===== config.mk =====
export PLATFORM = sky130hd
export DESIGN_NAME = osc_gen
export DESIGN_NICKNAME = d
export VERILOG_FILES = /design/src/rtl/osc_pkg.sv /design/src/rtl/osc_chan.sv /design/src/rtl/osc_gen.sv
export SDC_FILE = /design/constraint.sdc
export NUM_CORES = 1
export LEC_CHECK = 0
export CAP_MARGIN = 20
export CORE_MARGIN = 2
export CORE_UTILIZATION = 45
export CTS_CLUSTER_DIAMETER = 80
export DETAILED_ROUTE_END_ITERATION = 6
export PLACE_DENSITY = 0.64
export SYNTH_ARGS = -nofsm -noshare
export SYNTH_HDL_FRONTEND = slang
export SYNTH_SLANG_ARGS = --single-unit

===== constraint.sdc =====
create_clock -name clk -period 3.6 [get_ports clk]
set_clock_uncertainty 0.1 [all_clocks]
set_input_delay 0.36 -clock clk [delete_from_list [all_inputs] [get_ports clk]]
set_output_delay 0.36 -clock clk [all_outputs]
set_load 0.01 [all_outputs]

===== src/rtl/osc_pkg.sv =====
// rtl/osc_pkg.sv - shared state encoding and mode constants for the oscillator channels
package osc_pkg;

  typedef enum logic [1:0] {
    ST_IDLE = 2'd0,
    ST_RUN  = 2'd1,
    ST_HOLD = 2'd2
  } osc_state_e;

  localparam logic MODE_CONT  = 1'b0;
  localparam logic MODE_BURST = 1'b1;

endpackage


===== src/rtl/osc_chan.sv =====
// rtl/osc_chan.sv - one square-wave channel: IDLE/RUN/HOLD FSM, half-period down-counter, burst period counter
module osc_chan
  import osc_pkg::*;
#(
  parameter int WIDTH = 8
) (
  input  logic             clk,
  input  logic             rst_n,
  input  logic             en,
  input  logic [WIDTH-1:0] half_period,
  input  logic             mode,
  input  logic [WIDTH-1:0] burst_len,
  output logic             osc_out,
  output logic             busy,
  output logic             done
);

  localparam logic [WIDTH-1:0] ONE = WIDTH'(1);

  osc_state_e       state_q, state_d;
  logic             osc_q, osc_d;
  logic             done_q, done_d;
  logic             mode_q, mode_d;
  logic [WIDTH-1:0] hp_q, hp_d;
  logic [WIDTH-1:0] len_q, len_d;
  logic [WIDTH-1:0] cnt_q, cnt_d;
  logic [WIDTH-1:0] per_q, per_d;
  logic [WIDTH-1:0] len_eff;

  // A zero half-period behaves like one cycle, so the reload value is H-1 floored at 0
  function automatic logic [WIDTH-1:0] reload(input logic [WIDTH-1:0] h);
    return (h == '0) ? '0 : h - ONE;
  endfunction

  always_ff @(posedge clk) begin
    if (!rst_n) begin
      state_q <= ST_IDLE;
      osc_q   <= 1'b1;
      done_q  <= 1'b0;
      mode_q  <= MODE_CONT;
      hp_q    <= '0;
      len_q   <= '0;
      cnt_q   <= '0;
      per_q   <= '0;
    end else begin
      state_q <= state_d;
      osc_q   <= osc_d;
      done_q  <= done_d;
      mode_q  <= mode_d;
      hp_q    <= hp_d;
      len_q   <= len_d;
      cnt_q   <= cnt_d;
      per_q   <= per_d;
    end
  end

  always_comb begin
    state_d = state_q;
    osc_d   = osc_q;
    done_d  = 1'b0;
    mode_d  = mode_q;
    hp_d    = hp_q;
    len_d   = len_q;
    cnt_d   = cnt_q;
    per_d   = per_q;
    len_eff = (len_q == '0) ? ONE : len_q;
    case (state_q)
      ST_IDLE: begin
        osc_d = 1'b1;
        if (en) begin
          state_d = ST_RUN;
          hp_d    = half_period;
          mode_d  = mode;
          len_d   = burst_len;
          cnt_d   = reload(half_period);
          per_d   = '0;
        end
      end
      ST_RUN: begin
        if (!en) begin
          state_d = ST_IDLE;
          osc_d   = 1'b1;
          cnt_d   = '0;
          per_d   = '0;
        end else if (cnt_q == '0) begin
          cnt_d = reload(hp_q);
          if (osc_q) begin
            osc_d = 1'b0;
          end else if (mode_q == MODE_BURST && (per_q + ONE) == len_eff) begin
            // Final rising edge of the burst: park high and flag completion
            state_d = ST_HOLD;
            osc_d   = 1'b1;
            done_d  = 1'b1;
            cnt_d   = '0;
            per_d   = '0;
          end else begin
            osc_d = 1'b1;
            if (mode_q == MODE_BURST) per_d = per_q + ONE;
          end
        end else begin
          cnt_d = cnt_q - ONE;
        end
      end
      ST_HOLD: begin
        osc_d = 1'b1;
        if (!en) state_d = ST_IDLE;
      end
      default: begin
        state_d = ST_IDLE;
        osc_d   = 1'b1;
      end
    endcase
  end

  always_comb begin
    osc_out = osc_q;
    busy    = (state_q == ST_RUN);
    done    = done_q;
  end

endmodule


===== src/rtl/osc_gen.sv =====
// rtl/osc_gen.sv - CH independent square-wave generators with continuous and burst modes
module osc_gen
  import osc_pkg::*;
#(
  parameter int CH    = 2,
  parameter int WIDTH = 8
) (
  input  logic                clk,
  input  logic                rst_n,
  input  logic [CH-1:0]       en,
  input  logic [CH*WIDTH-1:0] half_period,
  input  logic [CH-1:0]       mode,
  input  logic [CH*WIDTH-1:0] burst_len,
  output logic [CH-1:0]       osc_out,
  output logic [CH-1:0]       busy,
  output logic [CH-1:0]       done
);

  for (genvar g = 0; g < CH; g++) begin : g_chan
    osc_chan #(
      .WIDTH(WIDTH)
    ) u_chan (
      .clk        (clk),
      .rst_n      (rst_n),
      .en         (en[g]),
      .half_period(half_period[g*WIDTH +: WIDTH]),
      .mode       (mode[g]),
      .burst_len  (burst_len[g*WIDTH +: WIDTH]),
      .osc_out    (osc_out[g]),
      .busy       (busy[g]),
      .done       (done[g])
    );
  end

endmodule


-- After elaboration in Yosys (flattened, before gate mapping)
Cells that the tools add are included.
- output and inout bits: 6
- bits of input ports: 38
- word-level logic and storage cells: 125
- register bits after elaboration: 74
- eq/ne operators: 18
- reductions and logical operators: 26
- add/sub/neg operators: 8
- bitwise logic cells: 7
- multiplexer cells: 50
- operator list (kind ; count):
    $mux 8 ; 28
    $logic_not 8->1 ; 8
    $pmux 8 s2 ; 4
    $sub 8x1->8 const B ; 6
    $mux 2 ; 12
    $reduce_and 5->1 ; 4
    $ne 3x3->1 const B ; 6
    $add 8x1->8 const B ; 2
    $eq 8x8->1 ; 2
    $pmux 2 s3 ; 2
    $reduce_or 5->1 ; 2
    $ne 2x2->1 const B ; 4
    $ne 4x4->1 const B ; 2
    $reduce_and 2->1 ; 4
    $not 1->1 ; 7
    $reduce_and 3->1 ; 2
    $eq 2x1->1 const B ; 2
    $eq 2x2->1 const B ; 2
    $logic_not 2->1 ; 2
    $mux 1 ; 4
    $reduce_bool 2->1 ; 2
    $logic_and 1x1->1 ; 2

-- Logic depth before layout (Yosys ltp)
Gate-level depths: netlist (run 1).
- word-level depth: 9
- mapped depth: 10
- gate-level depth less buffers: 9

-- Cells and area by module
Synthesis (run 1) repeated with hierarchy kept, for this count alone.
- cells, all modules: 593
- area, all modules: 4659.5 µm²
- modules (own cells, without submodules) (module ; instances ; sequential area each (µm²) ; area an instance (µm²) ; cells an instance):
    osc_chan (g_chan[0].u_chan) ; 1 ; 740.7 ; 2349.8 ; 296
    osc_chan (g_chan[1].u_chan) ; 1 ; 740.7 ; 2309.7 ; 297

-- Least setup slack after synthesis (run 1)
OpenSTA, ideal clock, no wires.
- path type: reg2reg
- start point: reg g_chan[0].u_chan.cnt_q[0]
- end point: reg g_chan[0].u_chan.per_q[7]
- cell stages (with the launch flop): 11
- required time: 3.376 ns
- arrival time: 2.556 ns
- path slack: 0.820 ns
- buffers on the path: 1
- setup time: 0.124 ns
- period minus slack after synthesis: 2.780 ns
- path through: dfxtp_1 inv_1 ha_1 or3b_4 or4_4 buf_6 or3b_4 a31o_4 and3_1 a31oi_1 o31ai_1
- longest elaborated chain between the ends: 3
- RTL lines (item ; line ; source):
    from (decl) ; osc_chan.sv:26 ; logic [WIDTH-1:0] cnt_q, cnt_d;
    from (signal assigned) ; osc_chan.sv:52 ; cnt_q <= cnt_d;
    $logic_not 8->1 ; osc_chan.sv:85 ; end else if (cnt_q == '0) begin
    $ne 3x3->1 (no source line) ; n/a ;
    $reduce_and 5->1 (no source line) ; n/a ;
    to (signal assigned) ; osc_chan.sv:53 ; per_q <= per_d;
    to (decl) ; osc_chan.sv:27 ; logic [WIDTH-1:0] per_q, per_d;
No other way between the ends.
A chain may end at the register's enable or synchronous reset.

-- Worst setup path in the final report (run 1)
Same ends and word-level chain as after synthesis.

==> metrics.csv, run 1 <==
metric;value;unit
status;finished, final reports clean;
WS Path Type;flop to flop;
commonest non-fill, non-tap cell in the layout;nand2_1;
drt drc;0;
CP max FO;15;
grt total ovfl;0;
pin count of the biggest net entering global routing;63;
routed length per placed instance;14.1;um
die height;105;um
WP data required;3.75;ns
critical path capture point;g_chan[0].u_chan.per_q[7]$_SDFFE_PN0P_;
Most used DFF post-synth;dfxtp_1;
R2R cell count;9;
Unique masters post-synth;59;
die area;11000;sq um
met3 usage;0.0561;
Yosys warning total;0;
CTS max path bufs;2;
register area share after synthesis;0.322;
Worst R2R Setup Slack;0.61;ns
Synthesized Nets;649;
die width;105;um
Gates resized, CTS repair;0;
ANT nets after route;0;
Detailed Routing Iterations Pass 1;4;
Hold Buf Count CTS;0;
final-layout fill cell count;954;
Max Cap Violations;0;
Avg Vias per Cell;5.50;
ANT cells;0;
grt peak-use layer;met2;
routability cong.;0.894;
Post-Syn Area;4600;sq um
#FFs+latches synth;74;
Min Clock Period, post-route;2.99;ns
most frequent cells in the layout;nand2_1 (112), dfxtp_1 (74), clkdlybuf4s50_1 (42);
first-pass GRT wire length;18.7;mm
CP arrival;3.14;ns
crit path launch type;flop;
clk_lat worst skew;0.36;ns
total track usage;0.208;
# IOs;44;
final worst path period share;0.830;
Reg2Reg Capture Point;g_chan[0].u_chan.per_q[7]$_SDFFE_PN0P_;
area grow syn2layout;15.5;%
Reg clk slew, reported paths;0.08;ns
Leak Pwr;1.98;nW
Nets;681;
RSZ-0062 raised after global routing;false;
Avg Cell Area, Syn;7.65;sq um
total core area;9860;sq um
Final Hold Vio Count;0;
met1 GRT Util;0.267;
worst min-delay path class;flop to flop;
fin. max-slew vios;0;
FFs w/ async S/R, synth;0;
Vias;4237;
fraction of layout cells with a size suffix above 1;0.0659;
TritonCTS buffer count;9;
H-tree depth;3;
power per standard cell area;393;nW/um^2
Slew HR;0.419;
placed cell count;755;
Post-Layout Cell Count;770;
postcts setup bufs;0;
Port Buffers;43;
CTS tree;built;
num rows;36;
Setup-failing EPs final;0;
Iter 0 DRT Violations;193;
root buf cell;clkbuf_8;
number of global-route vias before repair;3979;
initial antenna violation count;0;
Reg2Reg Launch Point;g_chan[0].u_chan.cnt_q[0]$_SDFFE_PN0P_;
critical path endpoint category;flop;
Post-Route WL;10.9;mm
Peak Freq;335;MHz
TNS Setup;0;ns
CTS sink cnt;74;
beginning of the critical path;g_chan[0].u_chan.cnt_q[0]$_SDFFE_PN0P_;
number of synthesized flops with an enable pin;0;
Initial Util;0.466;
Max IR drop VDD;0.219;mV
met2 usage;0.342;
Slew @ Worst Pin;0.859;ns
detailed placement HPWL;8.09;mm
Synth Instances;601;
## per-layer routing
| metal | vias up | routed length [um] |
|---|---|---|
| li1 | 2197 | - |
| met1 | 1931 | 5140 |
| met4 | 0 | 177 |
| met3 | 15 | 487 |
| met2 | 94 | 5100 |
| met5 | - | 0 |
## area by class of cell
cell class,count,area (sq um),share of cell area
clock buffers,13,169,0.0318
multi-input cells,472,2880,0.542
well taps,133,166,0.0313
repair buffers,51,485,0.0914
flip-flops and latches,74,1480,0.279
clock inverters,2,35.0,0.00660
inverters,25,93.8,0.0177
## Yosys cell counts, drive strengths merged (5+ instances only)
| library cell | n | area share |
|---|---|---|
| o21ai | 40 | 0.044 |
| and3 | 10 | 0.014 |
| o31ai | 11 | 0.018 |
| a211oi | 6 | 0.0098 |
| inv | 25 | 0.020 |
| a21oi | 24 | 0.026 |
| nor4 | 6 | 0.0082 |
| nor3 | 23 | 0.026 |
| nor2 | 28 | 0.023 |
| dfxtp | 74 | 0.32 |
| buf | 7 | 0.012 |
| a21boi | 39 | 0.064 |
| nand3 | 18 | 0.020 |
| or4 | 5 | 0.0090 |
| nor4b | 5 | 0.0095 |
| nand2 | 113 | 0.093 |
| o211ai | 7 | 0.011 |
| xor2 | 13 | 0.025 |
| nand2b | 6 | 0.0082 |
| clkbuf | 23 | 0.019 |
| or2 | 5 | 0.0068 |
| a31oi | 6 | 0.0082 |
| or3 | 10 | 0.014 |
| xnor2 | 23 | 0.044 |
| and2 | 6 | 0.0087 |
| ha | 10 | 0.027 |
| a21o | 7 | 0.011 |
| nor3b | 5 | 0.0082 |
## registers in the layout (all words and copies together), names as in the netlist
signal and flops:
g_chan.u_chan.hp_q 16, g_chan.u_chan.mode_q 2, g_chan.u_chan.per_q 16, g_chan.u_chan.osc_out 2
g_chan.u_chan.done 2, g_chan.u_chan.state_q 4, g_chan.u_chan.len_q 16, g_chan.u_chan.cnt_q 16
## worst max-delay path: stages, from the launching register on
cell     delay [ns]
dfxtp_1        0.35
inv_1          0.08
ha_1           0.18
or3b_4         0.41
or4_4          0.61
or3b_4         0.45
a31o_4         0.27
and3_1         0.18
a31oi_1        0.15
o31ai_1        0.09
## how the worst min path moves through the flow
stage	startpoint	end	slack (ns)	cells after the start
after detailed placement	g_chan[0].u_chan.len_q[0]$_SDFFE_PN0P_	g_chan[0].u_chan.len_q[0]$_SDFFE_PN0P_	0.37	2
after global routing	g_chan[0].u_chan.len_q[0]$_SDFFE_PN0P_	g_chan[0].u_chan.len_q[0]$_SDFFE_PN0P_	0.40	2
after global placement	g_chan[0].u_chan.state_q[1]$_SDFFE_PN0P_	g_chan[0].u_chan.state_q[0]$_SDFFE_PN0P_	0.36	1
after CTS	g_chan[0].u_chan.len_q[0]$_SDFFE_PN0P_	g_chan[0].u_chan.len_q[0]$_SDFFE_PN0P_	0.39	2
after floorplan	g_chan[0].u_chan.state_q[1]$_SDFFE_PN0P_	g_chan[0].u_chan.state_q[0]$_SDFFE_PN0P_	0.34	1
final	g_chan[0].u_chan.len_q[0]$_SDFFE_PN0P_	g_chan[0].u_chan.len_q[0]$_SDFFE_PN0P_	0.39	2
## report_power, final
group | total, mW | internal [mW] | leakage (nW) | switching (mW)
clock | 0.680 | 0.373 | 0.106 | 0.308
combinational | 0.484 | 0.227 | 1.27 | 0.256
sequential | 0.926 | 0.869 | 0.607 | 0.0575
total | 2.09 | 1.47 | 1.98 | 0.621
## through the flow
step                      worst slack (ns)  hold slack, ns  power (mW)  area, sq um   util
after global placement               0.650           0.362        1.42         5110  0.518
after global routing                 0.464           0.401        2.21         5310  0.538
final                                0.611           0.388        2.09         5310  0.538
after floorplan                      0.820           0.340        1.28         4600      -
after detailed placement             0.518           0.367        1.43         5110  0.518
after CTS                            0.639           0.389        2.11         5310  0.538
## kinds of logic (layout without fill, tap and decap cells)
group / count (synthesis) / in the layout / share of synthesized area
simple gates: 253 / 253 / 0.269
fa+ha+maj: 10 / 10 / 0.0272
flops: 74 / 74 / 0.322
xor+xnor: 36 / 36 / 0.0686
mux: 2 / 2 / 0.00463
compound gates: 171 / 171 / 0.257
buf+inv: 55 / 91 / 0.0514
Note: power is estimated with default switching activity, not from simulation.
==> run 2, diff against run 1 <==
clock period = 2.8 ns   (was 3.6 ns; I/O delays follow)
==> metrics.csv, run 2 (same netlist as run 1, synthesis figures left out) <==
metric;value;unit;change
critical path endpoint category;flop;;
Worst Hold Slack;0.159;ns;-0.229 ns
sw frac;0.336;;+0.0386
WP data required;2.94;ns;-0.81 ns
status;finished, final reports clean;;
CP delay by family, top;simple AND/OR/NAND/NOR gates;;
CTS max path bufs;2;;unchanged
Post-Layout Cell Count;787;;+2.2%
Max Cap Violations;0;;unchanged
power per standard cell area;488;nW/um^2;+24%
share of power burned in registers;0.449;;+0.006
num rows;36;;unchanged
H-tree depth;3;;unchanged
drt drc;0;;unchanged
TNS Setup;0;ns;unchanged
CP max FO;5;;-10
ANT nets after route;0;;unchanged
buffers and inverters on the worst path;1;;unchanged
grt peak-use layer;met2;;
RSZ-0062 raised after global routing;false;;
die height;105;um;unchanged
routability cong.;0.860;;-3.9%
clk_lat worst skew;0.36;ns;about the same
Initial Util;0.466;;unchanged
Min Clock Period, post-route;2.67;ns;-0.319 ns
placed cell count;771;;+2.1%
most used cell, CP;or3b_4;;
met3 usage;0.0306;;-0.0256
Worst R2R Setup Slack;0.13;ns;-0.48 ns
Final Hold Vio Count;0;;unchanged
Slew @ Worst Pin;0.610;ns;-0.249 ns
commonest non-fill, non-tap cell in the layout;nand2_1;;
area grow syn2layout;18.4;%;
Post-Route WL;11.6;mm;+6.6%
Max IR drop VDD;0.228;mV;+4.1%
root buf cell;clkbuf_8;;
total core area;9860;sq um;unchanged
CP arrival;2.81;ns;-0.33 ns
Placement Cell Area;5230;sq um;+2.4%
Final Instance Area;5440;sq um;+2.5%
worst min-delay path class;primary input to flop;;
Setup-failing EPs final;0;;unchanged
Peak Freq;375;MHz;+12%
fraction of layout cells with a size suffix above 1;0.0979;;+0.0319
Port Buffers;43;;unchanged
number of global-route vias before repair;4240;;+6.6%
Detailed Routing Iterations Pass 1;4;;unchanged
# IOs;44;;unchanged
TritonCTS buffer count;9;;unchanged
met2 usage;0.368;;+0.0264
Clk network pwr share;0.306;;-0.020
slowest CP cell;or4_4;;
Leak Pwr;2.05;nW;+3.5%
Comb pwr share;0.246;;+0.015
final-layout fill cell count;947;;-0.73%
die width;105;um;unchanged
Vias;4365;;+3.0%
grt total ovfl;0;;unchanged
crit path launch type;flop;;
critical path, cell by cell;inv_1 > ha_2 > or3b_4 > or4_4 > or3b_4 > a31o_4 > and2_4 > nand2_1 > o311ai_4;;
postcts setup bufs;0;;unchanged
Reg clk slew, reported paths;0.09;ns;about the same
pin count of the biggest net entering global routing;29;;-54%
die area;11000;sq um;unchanged
first-pass GRT wire length;20.0;mm;+6.7%
post-layout util;0.552;;+0.0133
internal power;1.76;mW;+20%
most frequent cells in the layout;nand2_1 (112), dfxtp_1 (73), clkdlybuf4s50_1 (42);;
Iter 0 DRT Violations;189;;-2.1%
routed length per placed instance;14.8;um;+4.3%
Largest stage delay, worst path;0.43;ns;-0.18 ns
CTS sink cnt;74;;unchanged
detailed placement HPWL;8.54;mm;+5.6%
CTS tree;built;;
Avg Vias per Cell;5.55;;+0.80%
WS Path Type;flop to flop;;
ANT cells;0;;unchanged
switching power total;892;uW;+44%
Slew HR;0.592;;+0.173
Nets;697;;+2.3%
met1 GRT Util;0.289;;+0.0216
total track usage;0.219;;+0.0107
fin. max-slew vios;0;;unchanged
final worst path period share;0.954;;+0.123
initial antenna violation count;0;;unchanged
-- run 2: changes by cell type in the layout (fill, tap and decap cells not counted), sizes merged --
| cell | before | now |
|---|---|---|
| clkbuf | 13 | 9 |
| clkinvlp | 0 | 3 |
| buf | 9 | 25 |
| clkinv | 1 | 0 |
| inv | 25 | 29 |
| bufinv | 1 | 0 |
-- run 2: repair_timing --
action	in CTS	in global routing
endpoints found under the setup margin	0	7
gates resized for setup	0	6
hold buffers	0	0
-- run 2: final timing paths --
check | endpoint | startpoint | cells past startpoint
min | g_chan[0].u_chan.len_q[6]$_SDFFE_PN0P_ | rst_n | 2
min reg2reg | g_chan[0].u_chan.len_q[0]$_SDFFE_PN0P_ | g_chan[0].u_chan.len_q[0]$_SDFFE_PN0P_ | 2
max reg2reg | g_chan[0].u_chan.per_q[2]$_SDFFE_PN0P_ | g_chan[0].u_chan.cnt_q[1]$_SDFFE_PN0P_ | 9
max | g_chan[0].u_chan.per_q[2]$_SDFFE_PN0P_ | g_chan[0].u_chan.cnt_q[1]$_SDFFE_PN0P_ | 9
-- run 2: area by class of cell --
class | instances | area, sq um | area share
sequential | 74 | 1480 | 0.272
inverter | 25 | 93.8 | 0.0172
tap | 133 | 166 | 0.0306
clock buffer | 9 | 124 | 0.0228
timing repair buffer | 67 | 606 | 0.111
clock inverter | 7 | 60.1 | 0.0110
multi-input combinational | 472 | 2910 | 0.535
-- run 2: routing by layer --
layer  wire [um]  vias up
li1            -     2230
met1        5590     2031
met2        5450       90
met3         421       14
met4         153        0
met5           0        -
-- run 2: power groups by stage --
stage	Clock (mW)	Combinational (mW)	Sequential, mW
2_1_floorplan	0	0.450	1.19
3_3_place_gp	0	0.636	1.21
3_5_place_dp	0	0.646	1.21
4_1_cts	0.829	0.651	1.19
5_1_grt	0.869	0.731	1.20
6_report	0.811	0.652	1.19
-- run 2: stage by stage --
step	power (mW)	setup slack [ns]
after global placement	1.85	0.114
final	2.65	0.130
after detailed placement	1.86	0.0641
after global routing	2.80	0.0451
after CTS	2.67	0.0241
after floorplan	1.64	0.0199
